$ cat src/rtl/fft_addr_gen.sv
// ---------------------------------------------------------------------------
// fft_addr_gen
//
// Address and sequence generator for the sample SRAM of a 64-point radix-2
// DIT FFT. It sits below the MCU, follows its addr_mode / enable handshakes,
// and drives the dual-port SRAM strobes and addresses plus the twiddle ROM
// index for the load, compute and unload phases.
//
// Parameters
//   ADDR_W    SRAM address width (N = 2**ADDR_W points, ADDR_W stages).
//   BFLY_LAT  cycles from a butterfly read issue to its write issue (1..7).
//
// Ports
//   clk, n_rst            clock (rising edge), asynchronous active-low reset
//   addr_mode[1:0]        00 idle, 01 load, 10 compute, 11 unload
//   input_ena             one input sample valid this cycle (load)
//   output_ena            output register accepts one word (unload)
//   read_enable           butterfly reads permitted (compute)
//   samples_in_count_out  samples loaded so far, 0..N
//   iteration_strobe      pulse when the N-th sample is written
//   stage_done            pulse with the last write of the final stage
//   output_done           pulse with the N-th unload read
//   rd_en, rd_addr_a/b    SRAM read strobe and addresses
//   wr_en, wr_addr_a/b    SRAM write strobe and addresses
//   twiddle_idx           twiddle ROM index, aligned with rd_en
//   stage_cnt             stage of the most recent butterfly read
//
// Build option
//   FFT_ADDR_BITREV_LOAD_EN defined: load writes bit-reversed addresses and
//   unload reads naturally. Undefined (default): load writes naturally and
//   unload reads bit-reversed addresses.
//
// Every output is a register; the cycle on which addr_mode changes is a dead
// cycle that clears all counters, flushes the write pipeline and fires nothing.
// ---------------------------------------------------------------------------
module fft_addr_gen #(
  parameter int ADDR_W   = 6,
  parameter int BFLY_LAT = 3
) (
  input  logic              clk,
  input  logic              n_rst,
  input  logic [1:0]        addr_mode,
  input  logic              input_ena,
  input  logic              output_ena,
  input  logic              read_enable,
  output logic [ADDR_W:0]   samples_in_count_out,
  output logic              iteration_strobe,
  output logic              stage_done,
  output logic              output_done,
  output logic              rd_en,
  output logic [ADDR_W-1:0] rd_addr_a,
  output logic [ADDR_W-1:0] rd_addr_b,
  output logic              wr_en,
  output logic [ADDR_W-1:0] wr_addr_a,
  output logic [ADDR_W-1:0] wr_addr_b,
  output logic [ADDR_W-2:0] twiddle_idx,
  output logic [2:0]        stage_cnt
);

  localparam int NPTS = 1 << ADDR_W;

  localparam logic [1:0] MODE_IDLE    = 2'b00;
  localparam logic [1:0] MODE_LOAD    = 2'b01;
  localparam logic [1:0] MODE_COMPUTE = 2'b10;
  localparam logic [1:0] MODE_UNLOAD  = 2'b11;

  localparam logic [ADDR_W:0]   CNT_FULL = NPTS;
  localparam logic [ADDR_W:0]   CNT_LAST = NPTS - 1;
  localparam logic [ADDR_W:0]   CNT_ONE  = 1;
  localparam logic [ADDR_W-2:0] K_LAST   = (NPTS / 2) - 1;
  localparam logic [ADDR_W-2:0] K_ONE    = 1;
  localparam logic [ADDR_W-1:0] A_ONE    = 1;
  localparam logic [2:0]        S_LAST   = ADDR_W - 1;

  typedef enum logic [1:0] {
    C_RUN,    // issuing butterflies of the current stage
    C_DRAIN,  // last read of a stage issued, waiting for its writes to land
    C_DONE    // last read of the final stage issued, no more reads
  } cstate_t;

  function automatic logic [ADDR_W-1:0] bitrev(input logic [ADDR_W-1:0] v);
    logic [ADDR_W-1:0] r;
    for (int i = 0; i < ADDR_W; i++) r[i] = v[ADDR_W-1-i];
    return r;
  endfunction

  // registered state
  logic [1:0]        mode_q;
  logic [ADDR_W:0]   count_q;
  logic [ADDR_W:0]   ocount_q;
  logic [ADDR_W-2:0] k_q;
  logic [2:0]        s_q;
  cstate_t           cstate_q;
  cstate_t           cstate_d;

  // write-back pipeline: valid, last-write tag and both addresses per slot
  logic [BFLY_LAT-1:0] pv_q;
  logic [BFLY_LAT-1:0] pl_q;
  logic [ADDR_W-1:0]   pa_q [BFLY_LAT];
  logic [ADDR_W-1:0]   pb_q [BFLY_LAT];

  logic              changed;
  logic              is_compute;
  logic              load_acc;
  logic              unload_acc;
  logic              wb_valid;
  logic              pipe_empty;
  logic [ADDR_W-1:0] load_addr;
  logic [ADDR_W-1:0] unload_addr;

  logic              issue;
  logic [2:0]        cur_s;
  logic [ADDR_W-2:0] cur_k;
  logic [ADDR_W-1:0] k_ext;
  logic [ADDR_W-1:0] span;
  logic [ADDR_W-1:0] pos;
  logic [ADDR_W-1:0] grp;
  logic [ADDR_W-1:0] bf_a;
  logic [ADDR_W-1:0] bf_b;
  logic [ADDR_W-1:0] tw_full;

  assign changed    = (addr_mode != mode_q);
  assign is_compute = !changed && (addr_mode == MODE_COMPUTE);
  assign load_acc   = !changed && (addr_mode == MODE_LOAD) && input_ena &&
                      (count_q != CNT_FULL);
  assign unload_acc = !changed && (addr_mode == MODE_UNLOAD) && output_ena &&
                      (ocount_q != CNT_FULL);
  assign pipe_empty = ~|pv_q;
  assign wb_valid   = is_compute && pv_q[BFLY_LAT-1];

`ifdef FFT_ADDR_BITREV_LOAD_EN
  assign load_addr   = bitrev(count_q[ADDR_W-1:0]);
  assign unload_addr = ocount_q[ADDR_W-1:0];
`else
  assign load_addr   = count_q[ADDR_W-1:0];
  assign unload_addr = bitrev(ocount_q[ADDR_W-1:0]);
`endif

  assign samples_in_count_out = count_q;
  assign stage_cnt            = s_q;

  // ---------------- compute FSM: state register ----------------
  always_ff @(posedge clk or negedge n_rst) begin
    if (!n_rst) cstate_q <= C_RUN;
    else        cstate_q <= cstate_d;
  end

  // ---------------- compute FSM: output / issue logic ----------------
  // Leaving DRAIN and issuing the first read of the next stage happen on the
  // same edge, so the new stage's first read lands BFLY_LAT+1 cycles after
  // the previous stage's last read.
  always_comb begin
    issue = 1'b0;
    cur_s = s_q;
    cur_k = k_q;
    if (is_compute && read_enable) begin
      case (cstate_q)
        C_RUN: issue = 1'b1;
        C_DRAIN: begin
          if (pipe_empty) begin
            issue = 1'b1;
            cur_s = s_q + 3'd1;
            cur_k = '0;
          end
        end
        default: issue = 1'b0;
      endcase
    end
  end

  // ---------------- compute FSM: next state ----------------
  always_comb begin
    cstate_d = cstate_q;
    if (changed)
      cstate_d = C_RUN;
    else if (issue && (cur_k == K_LAST))
      cstate_d = (cur_s == S_LAST) ? C_DONE : C_DRAIN;
    else if (issue)
      cstate_d = C_RUN;
  end

  // butterfly address / twiddle arithmetic for (cur_s, cur_k)
  always_comb begin
    k_ext   = {1'b0, cur_k};
    span    = A_ONE << cur_s;
    pos     = k_ext & (span - A_ONE);
    grp     = k_ext >> cur_s;
    bf_a    = (grp << (cur_s + 3'd1)) | pos;
    bf_b    = bf_a + span;
    tw_full = pos << (S_LAST - cur_s);
  end

  // ---------------- write-back pipeline ----------------
  // Advances every cycle regardless of read_enable; a mode change drops
  // everything in flight.
  always_ff @(posedge clk or negedge n_rst) begin
    if (!n_rst) begin
      pv_q <= '0;
      pl_q <= '0;
      for (int i = 0; i < BFLY_LAT; i++) begin
        pa_q[i] <= '0;
        pb_q[i] <= '0;
      end
    end else begin
      pv_q[0] <= issue;
      pl_q[0] <= issue && (cur_k == K_LAST) && (cur_s == S_LAST);
      pa_q[0] <= bf_a;
      pb_q[0] <= bf_b;
      for (int i = 1; i < BFLY_LAT; i++) begin
        pv_q[i] <= pv_q[i-1] && !changed;
        pl_q[i] <= pl_q[i-1] && !changed;
        pa_q[i] <= pa_q[i-1];
        pb_q[i] <= pb_q[i-1];
      end
    end
  end

  // ---------------- counters and registered outputs ----------------
  always_ff @(posedge clk or negedge n_rst) begin
    if (!n_rst) begin
      mode_q           <= MODE_IDLE;
      count_q          <= '0;
      ocount_q         <= '0;
      k_q              <= '0;
      s_q              <= '0;
      rd_en            <= 1'b0;
      rd_addr_a        <= '0;
      rd_addr_b        <= '0;
      twiddle_idx      <= '0;
      wr_en            <= 1'b0;
      wr_addr_a        <= '0;
      wr_addr_b        <= '0;
      iteration_strobe <= 1'b0;
      stage_done       <= 1'b0;
      output_done      <= 1'b0;
    end else begin
      mode_q <= addr_mode;

      if (changed) begin
        count_q  <= '0;
        ocount_q <= '0;
        k_q      <= '0;
        s_q      <= '0;
      end else begin
        if (load_acc)   count_q  <= count_q + CNT_ONE;
        if (unload_acc) ocount_q <= ocount_q + CNT_ONE;
        if (issue) begin
          k_q <= cur_k + K_ONE;
          s_q <= cur_s;
        end
      end

      rd_en       <= issue || unload_acc;
      rd_addr_a   <= issue ? bf_a : (unload_acc ? unload_addr : '0);
      rd_addr_b   <= issue ? bf_b : '0;
      twiddle_idx <= issue ? tw_full[ADDR_W-2:0] : '0;

      wr_en     <= load_acc || wb_valid;
      wr_addr_a <= load_acc ? load_addr : (wb_valid ? pa_q[BFLY_LAT-1] : '0);
      wr_addr_b <= wb_valid ? pb_q[BFLY_LAT-1] : '0;

      iteration_strobe <= load_acc && (count_q == CNT_LAST);
      stage_done       <= wb_valid && pl_q[BFLY_LAT-1];
      output_done      <= unload_acc && (ocount_q == CNT_LAST);
    end
  end

endmodule

$ cat config.mk
export PLATFORM = sky130hd
export DESIGN_NAME = fft_addr_gen
export DESIGN_NICKNAME = d
export VERILOG_FILES = /design/src/rtl/fft_addr_gen.sv
export SDC_FILE = /design/constraint.sdc
export NUM_CORES = 1
export LEC_CHECK = 0
export ABC_AREA = 0
export BUFFER_PORTS_ARGS = -buffer_cell sky130_fd_sc_hd__buf_2
export CAP_MARGIN = 20
export CORE_MARGIN = 2
export CORE_UTILIZATION = 28
export CTS_CLUSTER_DIAMETER = 80
export DETAILED_ROUTE_END_ITERATION = 10
export MAX_ROUTING_LAYER = met4
export PLACE_DENSITY_LB_ADDON = 0.1
export SKIP_CTS_REPAIR_TIMING = 1
export SLEW_MARGIN = 20
export SYNTH_ARGS = -nofsm -noshare
export SYNTH_HDL_FRONTEND = slang
export SYNTH_SLANG_ARGS = --single-unit
$ cat constraint.sdc
create_clock -name clk -period 11.05 [get_ports clk]
set_clock_uncertainty 0.05 [all_clocks]
set_input_delay 1.105 -clock clk [delete_from_list [all_inputs] [get_ports clk]]
set_output_delay 1.105 -clock clk [all_outputs]
set_load 0.005 [all_outputs]
==> metrics.txt, run 1 <==
Commonest cells post-synth dfrtp_1, nor2_1, nand2_1; CTS root buf clkbuf_16; total gr overflow 0; final worst-path cycle share 0.4349; DRC viols 0; hpwl dp 7.341 mm; H-tree lvl count 3; final hold viol count 0; vias per cell 4.605; RSZ-0062 raised after global routing no; Syn Nets 422; top-count cell post-synth dfrtp_1; worst hold path stage count 0; Worst-Margin Slew 819.5 ps; most frequent CP cell nand2_1; P per Cell Area 136.3 nW/µm²; Crit Path Category input pin to flop; drt initial violations 217; final slew viol count 0; area grow syn2layout 16.74%; first-pass GRT wire length 17.11 mm; largest net degree at the start of global routing 62; startpoint types input pin; routed len/inst 15.90 µm; Clock Path Buffers 2; sequential share of power 0.532; CP max stage delay 550 ps; LEAKAGE 2.543 nW; fmax 208.1 MHz; r2r endpoint rd_addr_b[5]$_DFF_PN0_; Netlist cell types 55; Ys Warns 0; hold path start pb_q[12]$_DFF_PN0_; row count 46; vias in the first global route 3089; r2r worst-path depth 16; leading area contributor after synthesis dfrtp_1; Worst Setup End Kind flop; CTS tree yes; Gate power share 0.026; clock share of power 0.442; setup TNS 0 ps; Inserted Clock Buffers 9; Worst-path clk slew 60 ps; GRT Total Usage 0.1396; Detailed Routing Iterations Pass 1 4; Clock Latency Late Sink 340 ps; remaining antenna violation count 0; DIE WIDTH 129.9 µm; # port buffers 50; Finished Core Util 0.3298; flops & latches, synth 102; NetSw 0.1488 mW; min-delay worst type flop to flop; hold endpoint pb_q[6]$_DFF_PN0_; Max VDD drop 0.00006630 V; Core Area 15710 µm²; critical path cell sequence buf_2 -> nand4bb_1 -> nor3_4 -> nand2_1 -> xnor2_1 -> inv_1 -> ha_1 -> nand2b_1 -> a21oi_1 -> o22ai_1 -> a22oi_1 -> nor2_1 -> ha_1 -> nand2_1 -> o21ai_0 -> nand2_1 -> o31ai_1; Synth Cell Area 4439 µm²; clk sinks 102; Crit Path Max Fanout 14; initial antenna violation count 0; sequential area share after synthesis 0.5750; dominant synthesized flop cell dfrtp_1; status finished, final reports clean; slew margin rel. 0.4537; slowest stage cell, crit path nor3_4; die height 129.9 µm; Yosys top cell area share 0.5750; die area 16880 µm²; ant diodes 0; global placement routability congestion 0.8521; R2R Setup Slk 6440 ps; CP arrival 5010 ps; internal power 0.5574 mW; Req. time, crit path 11250 ps; post-synthesis average cell area 11.13 µm²; Post-synth EDFFs 0; Vias 3053; minimum clock period 4805 ps; final WL 10.54 mm; Initial Utilization 0.2825; Ports 51; top cells by area, synth dfrtp_1, ha_1, nor2_1, nand2_1, and2_1; Sw Ratio 0.2108; asr flop ratio synth 1.000; max-cap violation count 0; Final nets 467; layout cell share with drive strength beyond 1 0.1790; worst r2r src pv_q[2]$_DFF_PN0_; Cells after Synth 399; setup violators final 0
## stage by stage
step                power (mW)  worst slack, ps  cells  instance area (µm²)  hold slack [ps]
global route            0.7381             5893    663                 5182            302.1
floorplan               0.3890             7038    399                 4439            281.2
detailed placement      0.4021             5898    649                 4895            284.7
CTS                     0.7198             6275    663                 5182            295.2
global placement        0.4018             6034    649                 4895            282.7
finish                  0.7062             6245    663                 5182            295.8
## worst max-delay path, delay by kind of cell
family | cells | cell delay [ps]
AOI/OAI and AO/OA | 5 | 1210
xor gates and xnor gates | 1 | 260
adders and majority gates | 2 | 650
buffers and inverters | 2 | 190
and+or+nand+nor | 7 | 1580
## state kept, by name, indices dropped and copies added, names as in the netlist, 3 cells and up
signal / cells
stage_cnt: 3
pb_q: 18
wr_addr_b: 6
k_q: 5
samples_in_count_out: 7
pv_q: 3
pl_q: 3
pa_q: 18
rd_addr_a: 6
ocount_q: 7
twiddle_idx: 5
rd_addr_b: 6
wr_addr_a: 6
## how the worst max path moves through the flow
stage	from	endpoint	slack, ps	cells past startpoint
final	addr_mode[0]	rd_addr_b[5]$_DFF_PN0_	6240	17
after global routing	addr_mode[0]	rd_addr_b[5]$_DFF_PN0_	5890	17
after CTS	addr_mode[0]	rd_addr_b[5]$_DFF_PN0_	6280	17
after detailed placement	addr_mode[0]	rd_addr_b[5]$_DFF_PN0_	5900	17
after global placement	addr_mode[0]	rd_addr_b[5]$_DFF_PN0_	6030	17
after floorplan	addr_mode[0]	rd_addr_b[4]$_DFF_PN0_	7040	17
## power by group through the flow
stage / combinational (mW) / clock (mW) / sequential, mW
3_5_place_dp: 0.0194 / 0 / 0.383
3_3_place_gp: 0.0191 / 0 / 0.383
2_1_floorplan: 0.00651 / 0 / 0.383
6_report: 0.0183 / 0.312 / 0.376
5_1_grt: 0.0213 / 0.341 / 0.375
4_1_cts: 0.0194 / 0.325 / 0.375
## cells in the final DEF (no fill, tap or decap), types with 4 or more instances in the layout
cell type / count
a21o_1: 4
a21oi_1: 14
a22o_1: 9
a31oi_1: 4
and2_1: 15
and3_1: 9
buf_2: 49
buf_4: 4
clkbuf_16: 9
dfrtp_1: 102
ha_1: 15
inv_1: 14
mux2i_1: 4
nand2_1: 29
nand2b_1: 6
nand3_1: 14
nand4_1: 7
nor2_1: 40
nor3_1: 5
o21ai_0: 17
o22ai_1: 4
or3_1: 5
xnor2_1: 9
xor2_1: 10
## cells by family after synthesis
| logic type | share of synthesized area |
|---|---|
| adder cells (fa/ha/maj) | 0.04679 |
| multiplexers | 0.01747 |
| flip-flops | 0.5750 |
| XOR/XNOR | 0.03749 |
| buffers and inverters | 0.03297 |
| AO/OA/AOI/OAI | 0.1060 |
| AND/OR/NAND/NOR | 0.1843 |
## cell type report
type	instances	area, µm²
Sequential cell	102	2552
Clock inverter	4	48.80
Inverter	15	56.30
Multi-Input combinational cell	263	1740
Fill cell	1590	10530
Timing Repair Buffer	53	275.3
Tap cell	216	270.3
Clock buffer	10	239.0
## layer usage
metal	vias up	GRT usage	routed length [µm]
met4	0	0.06958	309
li1	1465	-	-
met3	18	0.02747	277
met2	49	0.2060	4844
met1	1521	0.1834	5109
met5	-	-	0
Power figures use the tool's default switching activity.
==> run 2: changes to the inputs <==
clock period = 4.3 ns   (was 11.05 ns; I/O delays follow)
==> run 2 against run 1 <==
Net effect: final area grew 2.5%; sequential share of layout area fell by 1.2 points; power rose to 2.8 times the previous value.
==> metrics.txt, run 2 (synthesis results as in run 1) <==
slew margin rel. 0.3944; largest net degree at the start of global routing 73; min-delay worst type input pin to asynchronous set/reset pin; clk sinks 102; setup violators final 0; biggest regs pa_q x18, pb_q x18; max-cap violation count 0; row count 46; P per Cell Area 376.6 nW/µm²; hpwl dp 7.554 mm; startpoint types flop; Core Area 15710 µm²; layout cell share with drive strength beyond 1 0.1956; Detailed Routing Iterations Pass 1 4; Clock Latency Late Sink 350 ps; Clock Path Buffers 2; H-tree lvl count 3; CTS root buf clkbuf_16; final hold viol count 0; Finished Core Util 0.3382; die area 16880 µm²; vias per cell 4.563; minimum clock period 3972 ps; Ports 51; remaining antenna violation count 0; DIE WIDTH 129.9 µm; Vias 3062; setup TNS 0 ps; Worst Setup End Kind flop; global placement routability congestion 0.8849; Worst-Margin Slew 908.4 ps; status finished, final reports clean; layout filler cell count 1580; Req. time, crit path 4500 ps; most frequent cells in the layout dfrtp_1, buf_2, nor2_1, nand2_1, o21ai_0; ant diodes 0; first-pass GRT wire length 17.44 mm; CTS tree yes; fmax 251.8 MHz; vias in the first global route 3110; drt initial violations 230; final WL 10.76 mm; Inserted Clock Buffers 9; Crit Path Max Fanout 6; most common cell after layout, fill and taps aside dfrtp_1; GRT Total Usage 0.1429; Worst-path clk slew 70 ps; Final nets 473; DRC viols 0; total gr overflow 0; routed len/inst 16.04 µm; LEAKAGE 2.615 nW; area grow syn2layout 19.70%; # port buffers 50; final worst-path cycle share 0.9238; flip-flop and latch area 2552 µm²; Total Power 2.001 mW; CP arrival 4170 ps; Initial Utilization 0.2825; Crit Path Category flop to flop; RSZ-0062 raised after global routing yes; die height 129.9 µm; final slew viol count 0; area of the multi-input gates 1752 µm²; Worst Hold Slack 159.2 ps; Max VDD drop 0.0001721 V; initial antenna violation count 0
run 2: cell count changes in the layout (fill, tap and decap cells not counted):
cell and delta:
o21ai_0 -1, clkbuf_1 +1, a21oi_1 -1, clkbuf_8 -1, o21ai_1 +1, buf_4 +6
a21oi_2 +1, bufinv_16 +3, xnor2_2 +1, xnor2_1 -1, clkinv_2 -1
run 2: report_power, final:
part | total [mW] | switching, mW | internal, mW | leakage [nW]
sequential | 0.965 | 0.00270 | 0.962 | 1.40
clock | 0.988 | 0.360 | 0.628 | 0.177
combinational | 0.0482 | 0.0378 | 0.0103 | 1.03
run 2: final cells by class:
cell class | instances | share of cell area
clock buffer | 10 | 0.04309
clock inverter | 6 | 0.02519
inverter | 15 | 0.01060
multi-input combinational | 263 | 0.3296
sequential | 102 | 0.4803
tap | 216 | 0.05086
timing repair buffer | 59 | 0.06028
run 2: worst max-delay path, cell delays in order, from the launching register on:
cell and delay, ps:
dfrtp_1 430, or4b_4 570, nor3_4 140, nand2_1 150
xnor2_2 210, inv_1 70, ha_1 430, and4b_1 220
o21ai_0 120, a21oi_2 250, ha_1 210, inv_1 50
fa_1 390, inv_1 70, a21o_1 110, a21oi_1 70
xnor2_1 150, and2_1 160
run 2: metrics by stage:
step / worst slack (ps) / cell area, µm² / std cells
after floorplan: 752.9 / 4439 / 399
after global placement: 187.5 / 4940 / 655
after detailed placement: 184.1 / 4940 / 655
after CTS: 150.2 / 5303 / 671
after global routing: -16.60 / 5314 / 671
final: 327.8 / 5314 / 671
run 2: final timing paths:
kind	from	endpoint	slack, ps	cells past startpoint
worst max-delay path	pv_q[1]$_DFF_PN0_	rd_addr_b[4]$_DFF_PN0_	330	17
worst min-delay path	n_rst	samples_in_count_out[2]$_DFFE_PN0P_	160	1
worst max register to register	pv_q[1]$_DFF_PN0_	rd_addr_b[4]$_DFF_PN0_	330	17
worst min register to register	pa_q[12]$_DFF_PN0_	pa_q[6]$_DFF_PN0_	300	0
max in group asynchronous	n_rst	pa_q[7]$_DFF_PN0_	3090	2
min in group clk	addr_mode[0]	mode_q[0]$_DFF_PN0_	200	1
run 2: routing by layer:
metal | routed length (µm) | global-route usage
met5 | 0 | -
met4 | 181 | 0.05882
met3 | 414 | 0.02542
met2 | 5099 | 0.2190
met1 | 5067 | 0.1878
==> run 3: changes to the inputs <==
CORE_ASPECT_RATIO = 2   (was unset)
CTS_CLUSTER_SIZE = 28   (was unset)
SLEW_MARGIN = 10   (was 20)
==> run 3 against run 2 <==
Net effect: critical path depth unchanged; sequential power about the same; register-to-register slack got worse by 130 ps; hold slack got worse by 14 ps; global-route usage increased by 0.57 points; combinational power about the same; power decreased by 6.0%; first-iteration DRC count decreased by 11%; routed wire length increased by 8.2%; via count increased by 4.1%; core utilization increased by 0.34 points; largest power group is now registers; highest routed layer unchanged.
==> metrics.txt, run 3 (synthesis results as in run 1) <==
final setup margin 201.9 ps; Worst-Margin Slew 915.9 ps; dpl cells 646; largest net degree at the start of global routing 71; status finished, final reports clean; first-pass GRT wire length 18.69 mm; slowest stage cell, crit path or4b_4; Core Area 15620 µm²; Inserted Clock Buffers 9; minimum clock period 4098 ps; critical path cell sequence or4b_4 -> nor3_4 -> nand2_1 -> xnor2_1 -> inv_1 -> ha_1 -> and4b_1 -> o21ai_1 -> a21oi_2 -> ha_1 -> inv_1 -> fa_1 -> inv_1 -> a21o_1 -> a21oi_1 -> xnor2_1 -> and2_1; # port buffers 50; DIE WIDTH 93.04 µm; H-tree lvl count 3; drt initial violations 204; ant diodes 0; Initial Utilization 0.2843; final WL 11.65 mm; fmax 244.0 MHz; met1 Use GR 0.1875; Req. time, crit path 4540 ps; hpwl dp 8.012 mm; pre-CTS setup slack 33.29 ps; layout cell share with drive strength beyond 1 0.2210; CTS tree yes; max-cap violation count 0; routed len/inst 17.46 µm; CTS root buf clkbuf_16; startpoint types flop; total gr overflow 0; Worst-path clk slew 80 ps; Final nets 484; DRC viols 0; remaining antenna violation count 0; GR Util met2 0.2449; final hold viol count 0; vias per cell 4.780; most common cell after layout, fill and taps aside dfrtp_1; LEAKAGE 2.643 nW; Crit Path Max Fanout 6; final slew viol count 0; row count 65; P per Cell Area 352.7 nW/µm²; Vias 3188; most frequent CP cell inv_1; slew margin rel. 0.3894; Clock Path Buffers 2; CP max stage delay 580 ps; most frequent cells in the layout dfrtp_1, buf_2, nor2_1, nand2_1, buf_4; Clock Latency Late Sink 350 ps; Ports 51; die height 182.1 µm; die area 16940 µm²; CP arrival 4340 ps; Worst Setup End Kind flop; setup violators final 0; biggest regs pa_q x18, pb_q x18; min-delay worst type input pin to asynchronous set/reset pin; layer with the highest usage met2; Detailed Routing Iterations Pass 1 4; final worst-path cycle share 0.9530; M3 GR Usage 0.02312; area grow syn2layout 20.15%; Post-Layout Cell Count 667; GRT Total Usage 0.1486; Worst Hold Slack 145.3 ps; Total Power 1.881 mW; initial antenna violation count 0; vias in the first global route 3313; Max VDD drop 0.0002138 V; Crit Path Category flop to flop; global placement routability congestion 0.8036; clk sinks 102
run 3: final cells by class:
type	count	area, µm²
fill	1650	10280
inverter	15	56.30
sequential	102	2552
multi-input combinational	263	1755
tap	201	251.5
timing repair buffer	70	402.9
clock inverter	6	76.32
clock buffer	10	239.0
run 3: per-layer routing:
metal | up-vias | routed length (µm) | share of wire
li1 | 1509 | - | -
met1 | 1598 | 5176 | 0.44
met2 | 67 | 5939 | 0.51
met3 | 14 | 365 | 0.031
met4 | 0 | 167 | 0.014
met5 | - | 0 | 0
run 3: stage by stage:
stage	TNS, ps	area (µm²)	utilization
after floorplan	0	4439	-
after global placement	0	4966	0.3180
after detailed placement	0	4966	0.3180
after CTS	0	5281	0.3382
after global routing	-0.3118	5334	0.3416
final	0	5334	0.3416
run 3: critical path: cells and delay by family, from the launching register on:
family | cells | cell delay, ps
AO/OA/AOI/OAI | 4 | 510
XOR/XNOR | 2 | 440
AND/OR/NAND/NOR | 5 | 1390
buffers and inverters | 3 | 200
adder cells (fa/ha/maj) | 3 | 1000
flip-flops | 1 | 430
run 3: report_power, final:
part / internal (mW) / leakage [nW] / switching, mW
clock: 0.478 / 0.149 / 0.390
combinational: 0.0104 / 1.09 / 0.0380
sequential: 0.962 / 1.40 / 0.00275
total: 1.45 / 2.64 / 0.431
run 3: final timing paths:
| kind | start | to | slack, ps | depth (start not counted) |
|---|---|---|---|---|
| worst max-delay path | pv_q[1]$_DFF_PN0_ | rd_addr_b[4]$_DFF_PN0_ | 200 | 17 |
| worst min-delay path | n_rst | twiddle_idx[2]$_DFF_PN0_ | 150 | 1 |
| worst max register to register | pv_q[1]$_DFF_PN0_ | rd_addr_b[4]$_DFF_PN0_ | 200 | 17 |
| worst min register to register | pa_q[15]$_DFF_PN0_ | pa_q[9]$_DFF_PN0_ | 300 | 0 |
| max in group asynchronous | n_rst | wr_addr_b[3]$_DFF_PN0_ | 3080 | 2 |
| min in group clk | addr_mode[0] | mode_q[0]$_DFF_PN0_ | 180 | 1 |
